===== src/rtl/display_7s_arbiter_if.sv =====
// rtl/display_7s_arbiter_if.sv - requester bundle and display_7s drive signals of the arbiter
interface display_7s_arbiter_if;
  logic [3:0]   req;
  logic [255:0] req_data;
  logic [31:0]  req_mode;
  logic [31:0]  req_blink;
  logic [3:0]   grant;
  logic [1:0]   owner;
  logic         busy;
  logic         dis_en;
  logic [63:0]  dis_data;
  logic [7:0]   dis_mode;
  logic [7:0]   dis_blink;

  modport master (
    output req, req_data, req_mode, req_blink,
    input  grant, owner, busy, dis_en, dis_data, dis_mode, dis_blink
  );

  modport slave (
    input  req, req_data, req_mode, req_blink,
    output grant, owner, busy, dis_en, dis_data, dis_mode, dis_blink
  );
endinterface


===== src/rtl/display_7s_arbiter.sv =====
// rtl/display_7s_arbiter.sv - round-robin owner of the display_7s driver with minimum hold time
module display_7s_arbiter #(
  parameter int unsigned PRESCALER_RLD          = 99_999,
  parameter int unsigned PRESCALER_RLD_TURBOSIM = 9,
  parameter int unsigned HOLD_RLD               = 999,
  parameter int unsigned HOLD_RLD_TURBOSIM      = 4
) (
  input logic                 clk,
  input logic                 reset_n,
  input logic                 turbosim,
  display_7s_arbiter_if.slave bus
);
  localparam int PW = $clog2(PRESCALER_RLD + 1);
  localparam int HW = $clog2(HOLD_RLD + 1);

  localparam logic [1:0] S_IDLE   = 2'd0;
  localparam logic [1:0] S_OWN    = 2'd1;
  localparam logic [1:0] S_SWITCH = 2'd2;

  logic [1:0]    state_q, state_d;
  logic [3:0]    grant_q, grant_d;
  logic [1:0]    owner_q, owner_d;
  logic [PW-1:0] presc_q, presc_d;
  logic [HW-1:0] hold_q, hold_d;
  logic          dis_en_q, dis_en_d;
  logic [63:0]   dis_data_q, dis_data_d;
  logic [7:0]    dis_mode_q, dis_mode_d;
  logic [7:0]    dis_blink_q, dis_blink_d;

  logic [PW-1:0] presc_rld;
  logic [HW-1:0] hold_rld;
  logic [1:0]    pick;
  logic [1:0]    cand;
  logic          found;

  assign presc_rld = turbosim ? PW'(PRESCALER_RLD_TURBOSIM) : PW'(PRESCALER_RLD);
  assign hold_rld  = turbosim ? HW'(HOLD_RLD_TURBOSIM) : HW'(HOLD_RLD);

  // Search starts just after the current owner, so the owner itself ranks last.
  always_comb begin
    pick  = owner_q;
    cand  = owner_q;
    found = 1'b0;
    for (int i = 1; i <= 4; i++) begin
      cand = owner_q + 2'(i);
      if (!found && bus.req[cand]) begin
        pick  = cand;
        found = 1'b1;
      end
    end
  end

  always_comb begin
    state_d = state_q;
    grant_d = grant_q;
    owner_d = owner_q;
    presc_d = presc_q;
    hold_d  = hold_q;
    case (state_q)
      S_IDLE, S_SWITCH: begin
        grant_d = 4'b0000;
        state_d = S_IDLE;
        if (|bus.req) begin
          state_d = S_OWN;
          owner_d = pick;
          grant_d = 4'b0001 << pick;
          presc_d = presc_rld;
          hold_d  = hold_rld;
        end
      end
      S_OWN: begin
        if (presc_q == '0) begin
          presc_d = presc_rld;
          if (hold_q != '0) hold_d = hold_q - HW'(1);
        end else begin
          presc_d = presc_q - PW'(1);
        end
        if (!bus.req[owner_q] || (hold_q == '0 && |(bus.req & ~grant_q))) begin
          state_d = S_SWITCH;
          grant_d = 4'b0000;
        end
      end
      default: begin
        state_d = S_IDLE;
        grant_d = 4'b0000;
      end
    endcase
  end

  // Payload is re-sampled every owned cycle so requester updates reach the display live.
  always_comb begin
    dis_en_d    = (state_q == S_OWN);
    dis_data_d  = '0;
    dis_mode_d  = '0;
    dis_blink_d = '0;
    if (state_q == S_OWN) begin
      dis_data_d  = bus.req_data[{owner_q, 6'd0} +: 64];
      dis_mode_d  = bus.req_mode[{owner_q, 3'd0} +: 8];
      dis_blink_d = bus.req_blink[{owner_q, 3'd0} +: 8];
    end
  end

  always_ff @(posedge clk or negedge reset_n) begin
    if (!reset_n) begin
      state_q     <= S_IDLE;
      grant_q     <= '0;
      owner_q     <= 2'd3;
      presc_q     <= '0;
      hold_q      <= '0;
      dis_en_q    <= 1'b0;
      dis_data_q  <= '0;
      dis_mode_q  <= '0;
      dis_blink_q <= '0;
    end else begin
      state_q     <= state_d;
      grant_q     <= grant_d;
      owner_q     <= owner_d;
      presc_q     <= presc_d;
      hold_q      <= hold_d;
      dis_en_q    <= dis_en_d;
      dis_data_q  <= dis_data_d;
      dis_mode_q  <= dis_mode_d;
      dis_blink_q <= dis_blink_d;
    end
  end

  assign bus.grant     = grant_q;
  assign bus.owner     = owner_q;
  assign bus.busy      = (state_q != S_IDLE);
  assign bus.dis_en    = dis_en_q;
  assign bus.dis_data  = dis_data_q;
  assign bus.dis_mode  = dis_mode_q;
  assign bus.dis_blink = dis_blink_q;
endmodule

===== src/flat_wrapper.sv =====
// flat-port wrapper written by rule: the top's interface ports become plain ports
module display_7s_arbiter_flat 
#(
  parameter int unsigned PRESCALER_RLD          = 99_999,
  parameter int unsigned PRESCALER_RLD_TURBOSIM = 9,
  parameter int unsigned HOLD_RLD               = 999,
  parameter int unsigned HOLD_RLD_TURBOSIM      = 4
)
  (clk, reset_n, turbosim, bus_req, bus_req_data, bus_req_mode, bus_req_blink, bus_grant, bus_owner, bus_busy, bus_dis_en, bus_dis_data, bus_dis_mode, bus_dis_blink);
  display_7s_arbiter_if bus_i ();
  input logic clk;
  input logic reset_n;
  input logic turbosim;
  input wire logic [$bits(bus_i.req)-1:0] bus_req;
  input wire logic [$bits(bus_i.req_data)-1:0] bus_req_data;
  input wire logic [$bits(bus_i.req_mode)-1:0] bus_req_mode;
  input wire logic [$bits(bus_i.req_blink)-1:0] bus_req_blink;
  output wire logic [$bits(bus_i.grant)-1:0] bus_grant;
  output wire logic [$bits(bus_i.owner)-1:0] bus_owner;
  output wire logic [$bits(bus_i.busy)-1:0] bus_busy;
  output wire logic [$bits(bus_i.dis_en)-1:0] bus_dis_en;
  output wire logic [$bits(bus_i.dis_data)-1:0] bus_dis_data;
  output wire logic [$bits(bus_i.dis_mode)-1:0] bus_dis_mode;
  output wire logic [$bits(bus_i.dis_blink)-1:0] bus_dis_blink;
  assign bus_i.req = bus_req;
  assign bus_i.req_data = bus_req_data;
  assign bus_i.req_mode = bus_req_mode;
  assign bus_i.req_blink = bus_req_blink;
  assign bus_grant = bus_i.grant;
  assign bus_owner = bus_i.owner;
  assign bus_busy = bus_i.busy;
  assign bus_dis_en = bus_i.dis_en;
  assign bus_dis_data = bus_i.dis_data;
  assign bus_dis_mode = bus_i.dis_mode;
  assign bus_dis_blink = bus_i.dis_blink;
  display_7s_arbiter #(.PRESCALER_RLD(PRESCALER_RLD), .PRESCALER_RLD_TURBOSIM(PRESCALER_RLD_TURBOSIM), .HOLD_RLD(HOLD_RLD), .HOLD_RLD_TURBOSIM(HOLD_RLD_TURBOSIM)) u_core (.clk(clk), .reset_n(reset_n), .turbosim(turbosim), .bus(bus_i));
endmodule

===== config.mk =====
export PLATFORM = sky130hd
export DESIGN_NAME = display_7s_arbiter_flat
export DESIGN_NICKNAME = d
export VERILOG_FILES = /design/src/rtl/display_7s_arbiter_if.sv /design/src/rtl/display_7s_arbiter.sv /design/src/flat_wrapper.sv
export SDC_FILE = /design/constraint.sdc
export NUM_CORES = 1
export LEC_CHECK = 0
export ABC_AREA = 0
export CELL_PAD_IN_SITES_DETAIL_PLACEMENT = 1
export CELL_PAD_IN_SITES_GLOBAL_PLACEMENT = 1
export CORE_AREA = 2 2 163 165
export CTS_CLUSTER_SIZE = 20
export DETAILED_ROUTE_END_ITERATION = 12
export DIE_AREA = 0 0 165 167
export GPL_ROUTABILITY_DRIVEN = 0
export PLACE_DENSITY = 0.75
export SYNTH_ARGS = -nofsm -noshare
export SYNTH_HDL_FRONTEND = slang
export SYNTH_SLANG_ARGS = --single-unit

===== constraint.sdc =====
create_clock -name clk -period 2.34 [get_ports clk]
set_clock_uncertainty 0.15 [all_clocks]
set_input_delay 0.468 -clock clk [delete_from_list [all_inputs] [get_ports clk]]
set_output_delay 0.468 -clock clk [all_outputs]
set_load 0.03 [all_outputs]

==> impl_metrics.prom, run 1 <==
# TYPE chip_impl_metric gauge
chip_impl_info{name="outcome",value="finished clean"} 1
chip_impl_metric{name="synth-seq-area-share",unit="%"} 43.5
chip_impl_metric{name="area_post_placement",unit="um^2"} 11400
chip_impl_metric{name="global_route.usage.total",unit="%"} 22.2
chip_impl_metric{name="postSynthRegisterBits",unit=""} 116
chip_impl_info{name="crit_chain",value="buf_12 > buf_4"} 1
chip_impl_metric{name="grt_antenna_before_repair",unit=""} 6
chip_impl_metric{name="power",unit="uW"} 14700
chip_impl_metric{name="worst_ir_drop_vdd",unit="V"} 0.000489
chip_impl_info{name="yosys.area.top_type",value="sky130_fd_sc_hd__dfrtp_1"} 1
chip_impl_metric{name="finalInstanceArea",unit="um^2"} 12100
chip_impl_metric{name="clkTransAtPathRegs",unit="ns"} 0.06
chip_impl_info{name="yosys.cell_count.top_type",value="sky130_fd_sc_hd__dfrtp_1"} 1
chip_impl_metric{name="syn_area_per_cell",unit="um^2"} 13.1
chip_impl_metric{name="row_count",unit=""} 59
chip_impl_metric{name="areaGrowthSynthToFinish",unit="%"} 80.9
chip_impl_metric{name="starting_density",unit="%"} 25.9
chip_impl_metric{name="drc",unit=""} 0
chip_impl_info{name="crit_path_start_kind",value="register"} 1
chip_impl_metric{name="syn_nets",unit=""} 839
chip_impl_metric{name="leakagePower",unit="uW"} 0.00474
chip_impl_metric{name="io_pins",unit=""} 415
chip_impl_info{name="setup.worst_path.end_class",value="primary output"} 1
chip_impl_metric{name="final_antenna_net_count",unit=""} 0
chip_impl_info{name="clock_tree.root_cell",value="sky130_fd_sc_hd__clkbuf_16"} 1
chip_impl_metric{name="drt-pass1-iter-count",unit=""} 5
chip_impl_metric{name="crit_path_max_fanout",unit=""} 21
chip_impl_metric{name="worst_ep_arrival_time",unit="ns"} 1.63
chip_impl_metric{name="yosys_synthesis_warning_count",unit=""} 0
chip_impl_metric{name="finish.net_count",unit=""} 1269
chip_impl_metric{name="detail_route.wirelength",unit="um"} 30100
chip_impl_info{name="timing.critical_path.slowest_stage_cell",value="sky130_fd_sc_hd__dfstp_4"} 1
chip_impl_metric{name="route.detailed.wl_per_inst",unit="um"} 23.3
chip_impl_metric{name="via_count",unit=""} 6310
chip_impl_metric{name="largest_net_degree_at_the_start_of_global_routing",unit=""} 70
chip_impl_metric{name="synth_async_sr_flop_share",unit="%"} 100
chip_impl_info{name="crit_type",value="register to primary output"} 1
chip_impl_metric{name="synth_enable_flop_cells",unit=""} 0
chip_impl_metric{name="via_per_inst",unit=""} 4.90
chip_impl_metric{name="syn-instance-count",unit=""} 508
chip_impl_metric{name="worst_slew_margin_rel",unit="%"} 63.5
chip_impl_metric{name="design.die.area",unit="um^2"} 27600
chip_impl_metric{name="first_iter_violations",unit=""} 217
chip_impl_metric{name="cellPowerDensity",unit="nW/um^2"} 1220
chip_impl_metric{name="final_critical_path_setup_slack",unit="ns"} 0.0885
chip_impl_metric{name="chipWidth",unit="um"} 165
chip_impl_metric{name="synth_top_cell_area_share",unit="%"} 42.7
chip_impl_metric{name="post_synth_instance_area",unit="um^2"} 6680
chip_impl_metric{name="timing_hold_violations_final",unit=""} 0
chip_impl_metric{name="vias_in_the_first_global_route",unit=""} 7175
chip_impl_metric{name="layout-drive-gt1-share",unit="%"} 18.4
chip_impl_info{name="post_synth_most_frequent_cells",value="sky130_fd_sc_hd__dfrtp_1 (114), sky130_fd_sc_hd__and2_1 (81), sky130_fd_sc_hd__mux4_2 (81), sky130_fd_sc_hd__clkbuf_1 (29), sky130_fd_sc_hd__nor3_1 (17)"} 1
chip_impl_metric{name="timing.setup.tns",unit="ns"} 0
chip_impl_metric{name="die_h",unit="um"} 167
chip_impl_metric{name="cts_made_buffers",unit=""} 17
chip_impl_metric{name="clk_path_buf_depth",unit=""} 2
chip_impl_metric{name="fmax",unit="MHz"} 444
chip_impl_info{name="synth_ff_type",value="sky130_fd_sc_hd__dfrtp_1"} 1
chip_impl_metric{name="post-route-util",unit="%"} 46.9
chip_impl_metric{name="detailedPlace.worstSlack",unit="ns"} -0.154
chip_impl_metric{name="setup_violations",unit=""} 0
chip_impl_metric{name="synth.distinct_cells",unit=""} 64
chip_impl_metric{name="worst-endpoint-required",unit="ns"} 1.72
chip_impl_metric{name="globalRouteOverflowTotal",unit=""} 0
chip_impl_metric{name="final.min_clock_period",unit="ns"} 2.25
chip_impl_metric{name="clkLatencyLatePin",unit="ns"} 0.41
chip_impl_metric{name="core_area",unit="um^2"} 25800
chip_impl_metric{name="crit_path_max_incr_delay",unit="ns"} 0.82
chip_impl_info{name="hold_path_class",value="register to register"} 1
chip_impl_metric{name="tritoncts_num_sinks",unit=""} 116
chip_impl_metric{name="max_slew_vio_count",unit=""} 0
chip_impl_info{name="cts_tree",value="yes"} 1
chip_impl_info{name="netlist_top_cells_area",value="sky130_fd_sc_hd__dfrtp_1 (43%), sky130_fd_sc_hd__mux4_2 (27%), sky130_fd_sc_hd__and2_1 (7.6%)"} 1
chip_impl_metric{name="fin_crit_sh",unit="%"} 96.2
chip_impl_metric{name="numPortBuffers",unit=""} 414
chip_impl_metric{name="dp_hpwl",unit="um"} 24400
chip_impl_metric{name="clock_tree.htree_level_count",unit=""} 4
chip_impl_metric{name="max_cap_viol_count",unit=""} 0
chip_impl_info{name="grt_setup_unrepaired",value="false"} 1
chip_impl_metric{name="wire_length_of_the_first_global_routing_pass",unit="um"} 44800
chip_impl_metric{name="max_slew.worst_pin.slew",unit="ns"} 0.546
-- where the power goes --
group	switching [uW]	internal [uW]	leakage (uW)	total [uW]
Clock	985	1750	0.000297	2730
Combinational	4380	4080	0.00295	8460
Sequential	607	2950	0.00149	3560
-- path summary, 6_finish.rpt --
check	start	depth (start not counted)	slack [ns]	end
min reg2reg	u_core.bus.grant[2]$_DFFE_PN0P_	1	0.38	u_core.bus.grant[2]$_DFFE_PN0P_
max	u_core.bus.owner[1]$_DFFE_PN1P_	2	0.09	bus_owner[1]
max reg2reg	u_core.presc_q[1]$_DFFE_PN0P_	6	0.14	u_core.presc_q[7]$_DFFE_PN0P_
min	u_core.bus.grant[2]$_DFFE_PN0P_	1	0.38	u_core.bus.grant[2]$_DFFE_PN0P_
max in group asynchronous	reset_n	3	1.18	u_core.bus.owner[0]$_DFFE_PN1P_
min in group asynchronous	reset_n	3	0.47	u_core.bus.dis_blink[5]$_DFF_PN0_
-- layout make-up --
| type | instances | area (um^2) |
|---|---|---|
| clock inverters | 13 | 170 |
| flip-flops and latches | 116 | 2910 |
| well taps | 335 | 419 |
| multi-input cells | 339 | 3560 |
| inverters | 10 | 37.5 |
| fillers | 2639 | 13700 |
| repair buffers | 454 | 4520 |
| clock buffers | 19 | 453 |
| diodes | 3 | 7.51 |
-- sequential cells by signal, indices dropped and copies added, names as in the netlist --
| register | cells |
|---|---|
| u_core.hold_q | 10 |
| u_core.bus.owner | 2 |
| u_core.bus.dis_data | 64 |
| u_core.bus.grant | 4 |
| u_core.bus.dis_en | 1 |
| u_core.bus.dis_blink | 8 |
| u_core.state_q | 2 |
| u_core.bus.dis_mode | 8 |
| u_core.presc_q | 17 |
-- cell usage in the layout (no fill, tap or decap), types with 5 or more instances in the layout --
| cell type | instances |
|---|---|
| sky130_fd_sc_hd__a211oi_1 | 6 |
| sky130_fd_sc_hd__a31oi_1 | 9 |
| sky130_fd_sc_hd__and2_1 | 81 |
| sky130_fd_sc_hd__buf_12 | 6 |
| sky130_fd_sc_hd__buf_4 | 36 |
| sky130_fd_sc_hd__clkbuf_16 | 17 |
| sky130_fd_sc_hd__clkdlybuf4s50_1 | 409 |
| sky130_fd_sc_hd__dfrtp_1 | 114 |
| sky130_fd_sc_hd__inv_1 | 9 |
| sky130_fd_sc_hd__inv_6 | 5 |
| sky130_fd_sc_hd__mux4_2 | 81 |
| sky130_fd_sc_hd__nand2_1 | 12 |
| sky130_fd_sc_hd__nand2b_1 | 7 |
| sky130_fd_sc_hd__nor2_1 | 12 |
| sky130_fd_sc_hd__nor3_1 | 17 |
| sky130_fd_sc_hd__nor4_1 | 7 |
| sky130_fd_sc_hd__o21ai_0 | 9 |
| sky130_fd_sc_hd__o31ai_1 | 8 |
| sky130_fd_sc_hd__or4_1 | 8 |
-- cell families after synthesis --
family | share of synthesized area (%)
and+or+nand+nor | 15.7
DFF | 43.5
muxes | 27.6
AOI/OAI and AO/OA | 8.92
buffers and inverters | 3.35
adders and majority gates | 0.750
xor gates and xnor gates | 0.131
-- per-layer routing --
metal	up-vias	global-route usage, %	wire (um)
li1	2849	-	-
met1	3241	27.2	12100
met2	187	38.6	15800
met3	29	6.15	1630
met4	4	5.26	488
met5	-	0	20
-- metrics by stage --
step	hold slack [ns]	instances
3_5_place_dp	0.346	1250
3_3_place_gp	0.343	1250
6_report	0.384	1289
5_1_grt	0.409	1287
4_1_cts	0.389	1284
2_1_floorplan	0.0224	508
-- timing repair --
item | 4_1_cts | 5_1_grt
endpoints found under the hold margin | 114 | 0
setup buffers | 1 | 2
setup endpoints to repair | 6 | 16
hold buffers | 1 | 0
gates cloned | 0 | 0
gates resized for setup | 2 | 2
-- critical path: cells and delay by family, from the launching register on --
| family | cells | cell delay, ns |
|---|---|---|
| buffers and inverters | 2 | 0.40 |
| flip-flops | 1 | 0.82 |
Power figures use the tool's default switching activity.
==> inputs of run 2 (changes only) <==
clock period = 2.4 ns   (was 2.34 ns; I/O delays follow)
==> run 2 against run 1 <==
Net effect: count of clock-buffer cells in the layout stayed put; combinational power is 3.4% lower; die area stayed put; critical path type is now register to register; critical endpoint is now u_core.hold_q[8]$_DFFE_PN0P_; highest routed layer unchanged.
==> impl_metrics.prom, run 2 (synthesis gave the netlist of run 1 again) <==
# TYPE chip_impl_metric gauge
chip_impl_info{name="outcome",value="finished clean"} 1
chip_impl_info{name="most-common-layout-cells",value="sky130_fd_sc_hd__clkdlybuf4s50_1 (409), sky130_fd_sc_hd__dfrtp_1 (114), sky130_fd_sc_hd__mux4_2 (81), sky130_fd_sc_hd__and2_1 (81), sky130_fd_sc_hd__buf_4 (31)"} 1
chip_impl_metric{name="crit_path_max_fanout",unit=""} 6
chip_impl_metric{name="core_area",unit="um^2"} 25800
chip_impl_metric{name="final.min_clock_period",unit="ns"} 2.28
chip_impl_metric{name="max_slew_vio_count",unit=""} 0
chip_impl_metric{name="largest_net_degree_at_the_start_of_global_routing",unit=""} 47
chip_impl_metric{name="worst-endpoint-required",unit="ns"} 2.51
chip_impl_metric{name="wire_length_of_the_first_global_routing_pass",unit="um"} 43200
chip_impl_info{name="cts_tree",value="yes"} 1
chip_impl_metric{name="numPortBuffers",unit=""} 414
chip_impl_metric{name="finish.net_count",unit=""} 1263
chip_impl_metric{name="power",unit="uW"} 14100
chip_impl_metric{name="largest_reg_flops",unit=""} 64
chip_impl_metric{name="share_clk_of_total_power",unit="%"} 17.6
chip_impl_metric{name="row_count",unit=""} 59
chip_impl_metric{name="worst_ep_arrival_time",unit="ns"} 2.39
chip_impl_metric{name="comb_power_share",unit="%"} 58.0
chip_impl_metric{name="worst_ir_drop_vdd",unit="V"} 0.000435
chip_impl_metric{name="grt_antenna_before_repair",unit=""} 2
chip_impl_metric{name="tritoncts_num_sinks",unit=""} 116
chip_impl_info{name="crit_path_start_kind",value="register"} 1
chip_impl_metric{name="clkLatencyLatePin",unit="ns"} 0.41
chip_impl_metric{name="r2r_slack",unit="ns"} 0.12
chip_impl_metric{name="via_per_inst",unit=""} 4.85
chip_impl_info{name="capture_point_of_the_worst_path",value="u_core.hold_q[8]$_DFFE_PN0P_"} 1
chip_impl_metric{name="leakagePower",unit="uW"} 0.00469
chip_impl_metric{name="cts_setup_buffers",unit=""} 0
chip_impl_info{name="crit_type",value="register to register"} 1
chip_impl_metric{name="r2r_depth",unit=""} 7
chip_impl_metric{name="globalRouteOverflowTotal",unit=""} 0
chip_impl_metric{name="design.die.area",unit="um^2"} 27600
chip_impl_metric{name="via_count",unit=""} 6219
chip_impl_info{name="clock_tree.root_cell",value="sky130_fd_sc_hd__clkbuf_16"} 1
chip_impl_metric{name="max_slew.worst_pin.slew",unit="ns"} 0.597
chip_impl_metric{name="final_antenna_net_count",unit=""} 0
chip_impl_info{name="setup.worst_path.end_class",value="register"} 1
chip_impl_info{name="rr_endpoint",value="u_core.hold_q[8]$_DFFE_PN0P_"} 1
chip_impl_metric{name="clk_path_buf_depth",unit=""} 2
chip_impl_info{name="crit-reg2reg-launch",value="u_core.presc_q[0]$_DFFE_PN0P_"} 1
chip_impl_info{name="layout_commonest_cell",value="sky130_fd_sc_hd__clkdlybuf4s50_1"} 1
chip_impl_metric{name="setup_violations",unit=""} 0
chip_impl_metric{name="detailedPlace.worstSlack",unit="ns"} -0.129
chip_impl_metric{name="areaGrowthSynthToFinish",unit="%"} 79.4
chip_impl_metric{name="cts_made_buffers",unit=""} 17
chip_impl_metric{name="starting_density",unit="%"} 25.9
chip_impl_metric{name="power_switching_share",unit="%"} 40.7
chip_impl_metric{name="route.detailed.wl_per_inst",unit="um"} 22.9
chip_impl_metric{name="crit_path_max_incr_delay",unit="ns"} 0.42
chip_impl_metric{name="drt-pass1-iter-count",unit=""} 4
chip_impl_metric{name="fmax",unit="MHz"} 438
chip_impl_metric{name="p_switching",unit="uW"} 5740
chip_impl_metric{name="max_cap_viol_count",unit=""} 0
chip_impl_info{name="grt_setup_unrepaired",value="false"} 1
chip_impl_info{name="timing.critical_path.from",value="u_core.presc_q[0]$_DFFE_PN0P_"} 1
chip_impl_metric{name="cellPowerDensity",unit="nW/um^2"} 1180
chip_impl_metric{name="final_critical_path_setup_slack",unit="ns"} 0.117
chip_impl_metric{name="seq_power_share",unit="%"} 24.4
chip_impl_metric{name="clkTransAtPathRegs",unit="ns"} 0.06
chip_impl_metric{name="fin_crit_sh",unit="%"} 95.1
chip_impl_metric{name="die_h",unit="um"} 167
chip_impl_info{name="timing.critical_path.slowest_stage_cell",value="sky130_fd_sc_hd__dfrtp_1"} 1
chip_impl_metric{name="clock_tree.htree_level_count",unit=""} 4
chip_impl_metric{name="dp_hpwl",unit="um"} 24100
chip_impl_metric{name="p_int",unit="uW"} 8350
chip_impl_metric{name="worst_slew_margin_rel",unit="%"} 60.0
chip_impl_metric{name="global_route.usage.total",unit="%"} 21.5
chip_impl_metric{name="first_iter_violations",unit=""} 279
chip_impl_metric{name="io_pins",unit=""} 415
chip_impl_metric{name="detail_route.wirelength",unit="um"} 29400
chip_impl_info{name="hold_path_class",value="register to register"} 1
chip_impl_metric{name="chipWidth",unit="um"} 165
chip_impl_metric{name="drc",unit=""} 0
chip_impl_metric{name="timing_hold_violations_final",unit=""} 0
chip_impl_info{name="crit_chain",value="inv_1 > ha_1 > nor4b_4 > nand4_1 > buf_4 > a22oi_1 > a221oi_1"} 1
chip_impl_metric{name="layout-drive-gt1-share",unit="%"} 17.5
chip_impl_metric{name="vias_in_the_first_global_route",unit=""} 6943
-- run 2: cell types whose count changed in the layout (fill, tap and decap cells not counted), sizes merged --
cell / before / now
buf: 43 / 37
clkinv: 2 / 5
bufinv: 3 / 2
clkinvlp: 3 / 5
diode: 3 / 2
inv: 15 / 10
-- run 2: worst min path at each step --
| stage | cells after the start | from | slack (ns) | endpoint |
|---|---|---|---|---|
| floorplan | 0 | reset_n | 0.03 | u_core.bus.dis_blink[0]$_DFF_PN0_ |
| global placement | 1 | reset_n | 0.33 | u_core.presc_q[0]$_DFFE_PN0P_ |
| detailed placement | 1 | reset_n | 0.33 | u_core.presc_q[0]$_DFFE_PN0P_ |
| CTS | 1 | u_core.presc_q[14]$_DFFE_PN0P_ | 0.41 | u_core.presc_q[14]$_DFFE_PN0P_ |
| global route | 1 | u_core.presc_q[14]$_DFFE_PN0P_ | 0.42 | u_core.presc_q[14]$_DFFE_PN0P_ |
| finish | 1 | u_core.bus.grant[2]$_DFFE_PN0P_ | 0.40 | u_core.bus.grant[2]$_DFFE_PN0P_ |
-- run 2: worst max-delay path: cells and delay by family, from the launching register on --
family                     cells  cell delay [ns]
and+or+nand+nor                2             0.59
adders and majority gates      1             0.14
DFF                            1             0.42
AOI/OAI and AO/OA              2             0.50
buffers and inverters          2             0.32
-- run 2: power by group through the flow --
stage,logic (uW),clock network (uW),registers (uW)
after detailed placement,8260,0,3460
after global placement,8160,0,3410
after CTS,8290,2550,3450
final,8170,2480,3440
after floorplan,3500,0,4750
after global routing,8690,2630,3550
-- run 2: final cells by class --
class | count | area [um^2]
antenna | 2 | 5.00
fill | 2670 | 13800
inverter | 10 | 37.5
clock inverter | 12 | 134
tap | 335 | 419
sequential | 116 | 2910
multi-input combinational | 339 | 3560
timing repair buffer | 448 | 4470
clock buffer | 19 | 443
-- run 2: routing by layer --
layer | part of all wire, % | vias to the layer above | GRT usage (%)
met5 | 0.037 | - | 0
met4 | 1.4 | 2 | 6.09
met3 | 5.9 | 28 | 4.83
met2 | 53 | 202 | 37.8
met1 | 40 | 3153 | 26.2
li1 | - | 2834 | -
-- run 2: repair_timing --
action / CTS / global route
endpoints found under the setup margin: 9 / 2
endpoints found under the hold margin: 29 / 0
gates cloned: 0 / 0
gates resized for setup: 2 / 1
hold buffers: 1 / 0
-- run 2: metrics by stage --
step                hold slack [ns]  cell area (um^2)  setup TNS (ns)  instances  utilization (%)
global placement              0.334             11400          -0.164       1247             44.2
CTS                           0.406             12000               0       1279             46.5
finish                        0.403             12000               0       1281             46.5
detailed placement            0.334             11400           -1.29       1247             44.2
floorplan                    0.0344              6680               0        508                -
global route                  0.421             12000               0       1280             46.5
